`src/rtl/bitcoin_hash_sequencer.sv`:
```
// Sequencer that walks one SHA-256 core through the Bitcoin double-hash schedule
// for nonces 0..NUM_NONCES-1, feeding header reads and storing one hash word per nonce.
//
// state       | meaning
// S_IDLE      | waiting for start, strobes low
// S_NONCE_INIT| pulse core_start for the current nonce
// S_READ1A    | read header word 0
// S_READ2     | read header word 1
// S_COMPUTE1  | read header word 2
// S_BLOCK1    | first block, reads words 3..15 then holds address
// S_COMPUTE2A | first compress after BLOCK1
// S_READ1B    | read header word 16
// S_BLOCK2    | second block, reads words 17..18 then holds address
// S_COMPUTE2B | compress after BLOCK2
// S_BLOCK3    | second hash pass, no memory traffic
// S_COMPUTE2C | final compress
// S_WRITE     | store core_hash at output_addr + nonce
// S_DONE      | one cycle with done raised before returning idle
module bitcoin_hash_sequencer #(
    parameter int NUM_NONCES   = 16,
    parameter int BLOCK_CYCLES = 64
) (
    input  logic        clk_i,
    input  logic        reset_n_i,
    input  logic        start_i,
    input  logic [15:0] message_addr_i,
    input  logic [15:0] output_addr_i,
    output logic        done_o,
    output logic        mem_clk_en_o,
    output logic        mem_we_o,
    output logic [15:0] mem_addr_o,
    output logic [31:0] mem_write_data_o,
    output logic        core_start_o,
    output logic [3:0]  core_state_o,
    output logic [31:0] core_nonce_o,
    input  logic [31:0] core_hash_i
);

    localparam int CW = ($clog2(BLOCK_CYCLES) < 4) ? 4 : $clog2(BLOCK_CYCLES);
    localparam logic [CW-1:0] CYC_LAST   = CW'(BLOCK_CYCLES - 1);
    localparam logic [15:0]   LAST_NONCE = 16'(NUM_NONCES - 1);

    localparam logic [3:0] CORE_IDLE     = 4'd0;
    localparam logic [3:0] CORE_READ1    = 4'd1;
    localparam logic [3:0] CORE_READ2    = 4'd2;
    localparam logic [3:0] CORE_BLOCK1   = 4'd3;
    localparam logic [3:0] CORE_BLOCK2   = 4'd4;
    localparam logic [3:0] CORE_BLOCK3   = 4'd5;
    localparam logic [3:0] CORE_COMPUTE1 = 4'd6;
    localparam logic [3:0] CORE_COMPUTE2 = 4'd7;
    localparam logic [3:0] CORE_WRITE    = 4'd8;

    typedef enum logic [3:0] {
        S_IDLE,
        S_NONCE_INIT,
        S_READ1A,
        S_READ2,
        S_COMPUTE1,
        S_BLOCK1,
        S_COMPUTE2A,
        S_READ1B,
        S_BLOCK2,
        S_COMPUTE2B,
        S_BLOCK3,
        S_COMPUTE2C,
        S_WRITE,
        S_DONE
    } seq_state_e;

    seq_state_e    state_q, state_d;
    logic [CW-1:0] cyc_q, cyc_d;
    logic [15:0]   nonce_q, nonce_d;
    logic [15:0]   msg_base_q, msg_base_d;
    logic [15:0]   out_base_q, out_base_d;
    logic          done_q, done_d;
    logic          cyc_last;

    assign cyc_last     = (cyc_q == CYC_LAST);
    assign done_o       = done_q;
    assign core_nonce_o = {16'h0000, nonce_q};

    always_ff @(posedge clk_i or negedge reset_n_i) begin
        if (!reset_n_i) begin
            state_q    <= S_IDLE;
            cyc_q      <= '0;
            nonce_q    <= '0;
            msg_base_q <= '0;
            out_base_q <= '0;
            done_q     <= 1'b0;
        end else begin
            state_q    <= state_d;
            cyc_q      <= cyc_d;
            nonce_q    <= nonce_d;
            msg_base_q <= msg_base_d;
            out_base_q <= out_base_d;
            done_q     <= done_d;
        end
    end

    // Memory strobes are decoded from registered state so a reset assertion
    // kills an in-flight write immediately.
    always_comb begin
        state_d          = state_q;
        cyc_d            = cyc_q;
        nonce_d          = nonce_q;
        msg_base_d       = msg_base_q;
        out_base_d       = out_base_q;
        done_d           = done_q;
        core_state_o     = CORE_IDLE;
        core_start_o     = 1'b0;
        mem_clk_en_o     = 1'b0;
        mem_we_o         = 1'b0;
        mem_addr_o       = 16'h0000;
        mem_write_data_o = 32'h0000_0000;

        case (state_q)
            S_IDLE: begin
                if (start_i) begin
                    msg_base_d = message_addr_i;
                    out_base_d = output_addr_i;
                    nonce_d    = 16'h0000;
                    done_d     = 1'b0;
                    state_d    = S_NONCE_INIT;
                end
            end
            S_NONCE_INIT: begin
                core_start_o = 1'b1;
                state_d      = S_READ1A;
            end
            S_READ1A: begin
                core_state_o = CORE_READ1;
                mem_clk_en_o = 1'b1;
                mem_addr_o   = msg_base_q;
                state_d      = S_READ2;
            end
            S_READ2: begin
                core_state_o = CORE_READ2;
                mem_clk_en_o = 1'b1;
                mem_addr_o   = msg_base_q + 16'd1;
                state_d      = S_COMPUTE1;
            end
            S_COMPUTE1: begin
                core_state_o = CORE_COMPUTE1;
                mem_clk_en_o = 1'b1;
                mem_addr_o   = msg_base_q + 16'd2;
                cyc_d        = '0;
                state_d      = S_BLOCK1;
            end
            S_BLOCK1: begin
                core_state_o = CORE_BLOCK1;
                if (cyc_q <= CW'(12)) begin
                    mem_clk_en_o = 1'b1;
                    mem_addr_o   = msg_base_q + 16'd3 + 16'(cyc_q);
                end else begin
                    mem_addr_o   = msg_base_q + 16'd15;
                end
                cyc_d = cyc_q + CW'(1);
                if (cyc_last) begin
                    cyc_d   = '0;
                    state_d = S_COMPUTE2A;
                end
            end
            S_COMPUTE2A: begin
                core_state_o = CORE_COMPUTE2;
                state_d      = S_READ1B;
            end
            S_READ1B: begin
                core_state_o = CORE_READ1;
                mem_clk_en_o = 1'b1;
                mem_addr_o   = msg_base_q + 16'd16;
                cyc_d        = '0;
                state_d      = S_BLOCK2;
            end
            S_BLOCK2: begin
                core_state_o = CORE_BLOCK2;
                if (cyc_q == CW'(0)) begin
                    mem_clk_en_o = 1'b1;
                    mem_addr_o   = msg_base_q + 16'd17;
                end else begin
                    mem_clk_en_o = (cyc_q == CW'(1));
                    mem_addr_o   = msg_base_q + 16'd18;
                end
                cyc_d = cyc_q + CW'(1);
                if (cyc_last) begin
                    cyc_d   = '0;
                    state_d = S_COMPUTE2B;
                end
            end
            S_COMPUTE2B: begin
                core_state_o = CORE_COMPUTE2;
                cyc_d        = '0;
                state_d      = S_BLOCK3;
            end
            S_BLOCK3: begin
                core_state_o = CORE_BLOCK3;
                cyc_d        = cyc_q + CW'(1);
                if (cyc_last) begin
                    cyc_d   = '0;
                    state_d = S_COMPUTE2C;
                end
            end
            S_COMPUTE2C: begin
                core_state_o = CORE_COMPUTE2;
                state_d      = S_WRITE;
            end
            S_WRITE: begin
                core_state_o     = CORE_WRITE;
                mem_clk_en_o     = 1'b1;
                mem_we_o         = 1'b1;
                mem_addr_o       = out_base_q + nonce_q;
                mem_write_data_o = core_hash_i;
                if (nonce_q == LAST_NONCE) begin
                    done_d  = 1'b1;
                    state_d = S_DONE;
                end else begin
                    nonce_d = nonce_q + 16'd1;
                    state_d = S_NONCE_INIT;
                end
            end
            S_DONE: begin
                state_d = S_IDLE;
            end
            default: begin
                state_d = S_IDLE;
            end
        endcase
    end

endmodule

```
`config.mk`:
```
export PLATFORM = sky130hd
export DESIGN_NAME = bitcoin_hash_sequencer
export DESIGN_NICKNAME = d
export VERILOG_FILES = /design/src/rtl/bitcoin_hash_sequencer.sv
export SDC_FILE = /design/constraint.sdc
export NUM_CORES = 1
export LEC_CHECK = 0
export BUFFER_PORTS_ARGS = -buffer_cell sky130_fd_sc_hd__buf_2
export CAP_MARGIN = 10
export CORE_AREA = 5 5 115 117
export CTS_BUF_LIST = sky130_fd_sc_hd__clkbuf_16
export DETAILED_ROUTE_END_ITERATION = 8
export DIE_AREA = 0 0 120 122
export PLACE_DENSITY_LB_ADDON = 0.2
export SLEW_MARGIN = 30
export SYNTH_ARGS = -nofsm -noshare
export SYNTH_HDL_FRONTEND = slang
export SYNTH_SLANG_ARGS = --single-unit
```
`constraint.sdc`:
```
create_clock -name clk_i -period 3.5 [get_ports clk_i]
set_input_delay 0.7 -clock clk_i [delete_from_list [all_inputs] [get_ports clk_i]]
set_output_delay 0.7 -clock clk_i [all_outputs]
set_load 0.1 [all_outputs]
```
# Word-level counts from Yosys, hierarchy flattened
# Cells that the tools add are included.
[word_totals]
wordCells = 76
ff_bits = 59
output_inout_bits = 88
input_bits = 67
[op_classes]
magnitude_cmp = 1
n_eq_ne = 21
add_sub_neg = 11
muxes = 24
reduce_logical = 13
[op_table]
columns = ["cell", "n"]
rows = [
  ["16-bit one-hot mux with 7 select lines", 1],
  ["16-bit 2-to-1 mux", 4],
  ["4-bit one-hot mux with 13 select lines", 1],
  ["16-bit by 5-bit adder with 16-bit output, second input constant", 3],
  ["16-bit by 1-bit adder with 16-bit output, second input constant", 2],
  ["16-bit by 2-bit adder with 16-bit output, second input constant", 2],
  ["32-bit 2-to-1 mux", 1],
  ["16-bit one-hot mux with 2 select lines", 1],
  ["4-bit one-hot mux with 8 select lines", 1],
  ["4-bit equality test, second input constant", 5],
  ["4-bit 2-to-1 mux", 5],
  ["16-bit adder", 1],
  ["16-bit by 4-bit adder with 16-bit output, second input constant", 1],
  ["16-bit by 6-bit adder with 16-bit output", 1],
  ["16-bit by 4-bit equality test with 1-bit output, second input constant", 1],
  ["4-bit by 3-bit equality test with 1-bit output, second input constant", 4],
  ["2-bit inequality test, second input constant", 6],
  ["6-bit one-hot mux with 2 select lines", 1],
  ["3-bit OR reduction", 3],
  ["4-bit by 2-bit equality test with 1-bit output, second input constant", 2],
  ["6-bit by 1-bit adder with 6-bit output, second input constant", 1],
  ["6-bit by 1-bit equality test with 1-bit output, second input constant", 1],
  ["6-bit equality test, second input constant", 1],
  ["6-bit by 4-bit less-or-equal comparator with 1-bit output, second input constant", 1],
  ["other kinds (13)", 20],
]

# Longest topological paths before layout
[logic_depth]
ltp_word = 4
depth_mapped = 13
depth_no_buf = 12

# Least setup slack after synthesis
# No wires, ideal clock.
[synth_timing]
path_type = "register to output"
startpoint = "reg nonce_q[1]"
endpoint = "out mem_addr_o[15]"
stages_incl_launch_ff = 9
required_time_ps = 2800
arrival_time_ps = 4163
path_slack_ps = -1363
cell_sequence = "dfrtp_1 -> ha_1 -> a211oi_1 -> o21bai_1 -> o31a_1 -> a41oi_1 -> o22ai_1 -> xnor2_1 -> o221ai_1"
[synth_via]
elab_chain_len = 2
[synth_rtl]
columns = ["item", "line_no", "rtl"]
rows = [
  ["from (decl)", "72", "logic [15:0] nonce_q, nonce_d;"],
  ["from (signal assigned)", "93", "nonce_q <= nonce_d;"],
  ["16-bit adder", "210", "mem_addr_o = out_base_q + nonce_q;"],
  ["16-bit one-hot mux with 7 select lines", "116", "case (state_q)"],
  ["to (decl)", "31", "output logic [15:0] mem_addr_o,"],
]
# No other way between the ends.

# Worst setup path in the final report
[layout_timing]
startpoint = "reg msg_base_q[1]"
endpoint = "out mem_addr_o[13]"
[layout_via]
elab_chain_len = 4
word_cells_on_any_way = 11
cone_classes = "add/sub: 8; mux: 3"
[layout_rtl]
columns = ["item", "line_no", "rtl"]
rows = [
  ["from (decl)", "73", "logic [15:0] msg_base_q, msg_base_d;"],
  ["from (signal assigned)", "94", "msg_base_q <= msg_base_d;"],
  ["16-bit by 2-bit adder with 16-bit output", "153", "mem_addr_o = msg_base_q + 16'd3 + 16'(cyc_q);"],
  ["16-bit by 6-bit adder with 16-bit output", "153", ""],
  ["16-bit 2-to-1 mux", "151", "if (cyc_q <= CW'(12)) begin"],
  ["16-bit one-hot mux with 7 select lines (*)", "116", ""],
]
# Every way passes the cells marked *; elsewhere a longest branch is shown, timed or not.

==> flow_summary.json <==
{
  "max-vdd-ir-drop_mv": 0.155,
  "synth-edff-count": 0,
  "viasPerCell": 5.77,
  "clk_pin_slew_ns": 0.05,
  "gp_congestion": 0.986,
  "maxClockFrequency_ghz": 0.257,
  "path_cells": "inv_2, ha_4, inv_4, ha_4, fa_2, a21o_1, buf_4, a21oi_4, nor2b_1, o31ai_1, a211oi_1, xnor2_1, o211ai_1, buf_12",
  "stdcell_count": 1112,
  "ys.flop_type": "dfrtp_1",
  "initialDrtViolationCount": 471,
  "cap_viol_max_count": 0,
  "grt_pass1_wl_mm": 31.6,
  "drc": 0,
  "place_hpwl_mm": 14.9,
  "routed_wl_mm": 19.8,
  "ys_types": 78,
  "timing.final.hold_violations": 0,
  "min_period_ns": 3.88,
  "crit_arrival_ns": 3.18,
  "worst_setup_path_start_kind": "register",
  "antenna_cells": 0,
  "criticalPathCategory": "register to primary output",
  "dpl_cell_area_sq_um": 7750,
  "cts_max_path_buffers": 2,
  "cpPeakStageDelay_ns": 0.37,
  "min_period_over_period_pct": 111,
  "core_sq_um": 12300,
  "critPathMaxFanout": 2,
  "final_cell_mix": "nand2_1 (153), buf_2 (88), buf_4 (64)",
  "worst-slew-pin-transition_ns": 0.585,
  "fin_ws_ns": -0.384,
  "fp-row-count": 41,
  "final_common_cell": "nand2_1",
  "die_width_microns": 120,
  "crit_top_cell": "ha_4",
  "fin_skew_ns": 0.00441,
  "drtPass1Iterations": 5,
  "setup_violations": 11,
  "drive_above_1_share_pct": 32.3,
  "routedWlPerCell_microns": 17.8,
  "nNetsFinal": 1064,
  "async_flop_share_pct": 100,
  "cts_tree": "built",
  "syn2layout_area_growth_pct": 45.2,
  "grt_max_degree": 52,
  "numPlacedInstances": 1082,
  "critPathCaptureType": "primary output",
  "clkLatencyLatePin_ns": 0.33,
  "avgSynthCellArea_sq_um": 7.52,
  "chipHeight_microns": 122,
  "rsz0062_at_grt": "yes",
  "root_buffer": "clkbuf_16",
  "initial_utilization_pct": 47.5,
  "ios": 155,
  "static-leakage-power_uw": 0.00393,
  "synth-seq-cells": 59,
  "h-tree-depth": 3,
  "detail-route-antenna-nets": 0,
  "io_buffer_count": 138,
  "antenna_found_initial": 1,
  "grt_pass1_vias": 6366,
  "status": "finished, violations left",
  "yosysSeqAreaShare_pct": 25.4,
  "min_path_type": "input port to asynchronous set/reset pin",
  "design_area_sq_um": 8450,
  "power_density_nw_per_um2": 198,
  "syn_area_sq_um": 5820,
  "globalRouteOverflowTotal": 0,
  "cp.required_ns": 2.80,
  "violations": "setup timing",
  "slowest_stage": "fa_2",
  "numCtsBuffers": 9,
  "die_area_sq_um": 14600,
  "num_vias": 6414,
  "yosys_warnings": 0,
  "cts.sinks": 59,
  "synthCells": 774,
  "maxSlewViolCount": 0,
  "finalSetupTns_ns": -2.90,
  "grt_use_total_pct": 26.6,
  "slew_headroom_pct": 61.0,
  "cts_hold_buf": 0
}
[routing by layer]
metal	up-vias	part of all wire (%)	track usage, %	wire length (microns)
li1	3080	-	-	-
met1	3006	42	35.0	8410
met2	291	48	44.0	9560
met3	35	7.4	5.34	1470
met4	2	1.7	8.52	344
met5	-	0.035	0	7
[Yosys cell counts (4+ instances only)]
cell type	n	area, sq um
buf_2	9	45.0
o21a_1	5	37.5
dfrtp_1	59	1480
nand2b_1	6	37.5
o211ai_1	10	75.1
o21bai_1	4	30.0
nand2_1	154	578
nand3_1	24	120
clkbuf_1	24	90.1
a21o_1	6	45.0
and2_1	40	250
o221ai_1	6	52.6
a31oi_1	5	31.3
a21oi_1	36	180
xnor2_1	19	166
a22oi_1	6	45.0
o31ai_1	6	45.0
nor3b_1	5	37.5
inv_1	14	52.6
o22ai_1	6	37.5
nor3_1	13	65.1
nor2_1	62	233
xor2_1	24	210
and3_1	11	68.8
o21ai_0	55	275
a211o_1	4	35.0
a211oi_1	7	52.6
a221oi_1	8	70.1
nor2b_1	8	50.1
o21ai_1	6	30.0
ha_1	38	475
nand4_1	12	75.1
buf_4	19	143
[final timing paths]
kind,start,end,slack [ns],cells after the start
hold reg to reg,out_base_q[7],out_base_q[7],0.48,2
min in group clk_i,out_base_q[7],out_base_q[7],0.48,2
hold / removal,reset_n_i,out_base_q[0],0.38,1
setup / recovery,msg_base_q[1],mem_addr_o[13],-0.38,14
setup reg to reg,state_q[0],nonce_q[12],0.78,10
max in group asynchronous,reset_n_i,msg_base_q[8],2.48,2
[final cells by class]
| type | count | area (sq um) |
|---|---|---|
| Clock inverter | 7 | 61.3 |
| Multi-Input combinational cell | 661 | 4430 |
| Sequential cell | 59 | 1500 |
| Tap cell | 150 | 188 |
| Clock buffer | 9 | 225 |
| Timing Repair Buffer | 210 | 1990 |
| Inverter | 16 | 62.6 |
| Fill cell | 1008 | 3810 |
[state kept, by name, summed over array words and instances, names as in the netlist]
signal	flops
cyc_q	6
state_q	4
nonce_q	16
msg_base_q	16
done_o	1
out_base_q	16
[worst max-delay path: cells and delay by family (launching register included)]
| family | cells | cell delay, ns |
|---|---|---|
| compound gates | 5 | 1.00 |
| xor+xnor | 1 | 0.18 |
| fa+ha+maj | 3 | 0.80 |
| buf+inv | 4 | 0.46 |
| flops | 1 | 0.35 |
| simple gates | 1 | 0.06 |
[per-stage QoR]
stage	setup slack, ns	hold WS [ns]	util [%]	power (uW)
final	-0.384	0.376	68.9	1680
after global placement	-0.133	0.461	63.2	819
after floorplan	-0.822	0.404	-	784
after global routing	-0.496	0.425	68.9	1720
after detailed placement	-0.156	0.468	63.2	820
after CTS	-0.350	0.389	67.6	1680
[timing repair]
item | 4_1_cts | 5_1_grt
resized for setup | 48 | 28
setup endpoints to repair | 10 | 15
pin swaps | 21 | 17
buffers inserted | 8 | 7
[cells by family (layout without fill, tap and decap cells)]
kind of cell	Yosys count	in the layout	share of synthesized area, %
AND/OR/NAND/NOR	368	368	31.3
buffers and inverters	69	242	6.00
adder cells (fa/ha/maj)	40	40	8.86
other	1	16	0.0645
XOR/XNOR	43	43	6.47
AO/OA/AOI/OAI	191	191	21.3
multiplexers	3	3	0.624
flip-flops	59	59	25.4
[where the power goes]
part | internal, uW | total [uW] | switching, uW
combinational | 27.3 | 125 | 98.1
sequential | 683 | 683 | 0
clock | 542 | 868 | 326
total | 1250 | 1680 | 425
(Power assumes the default switching activity.)
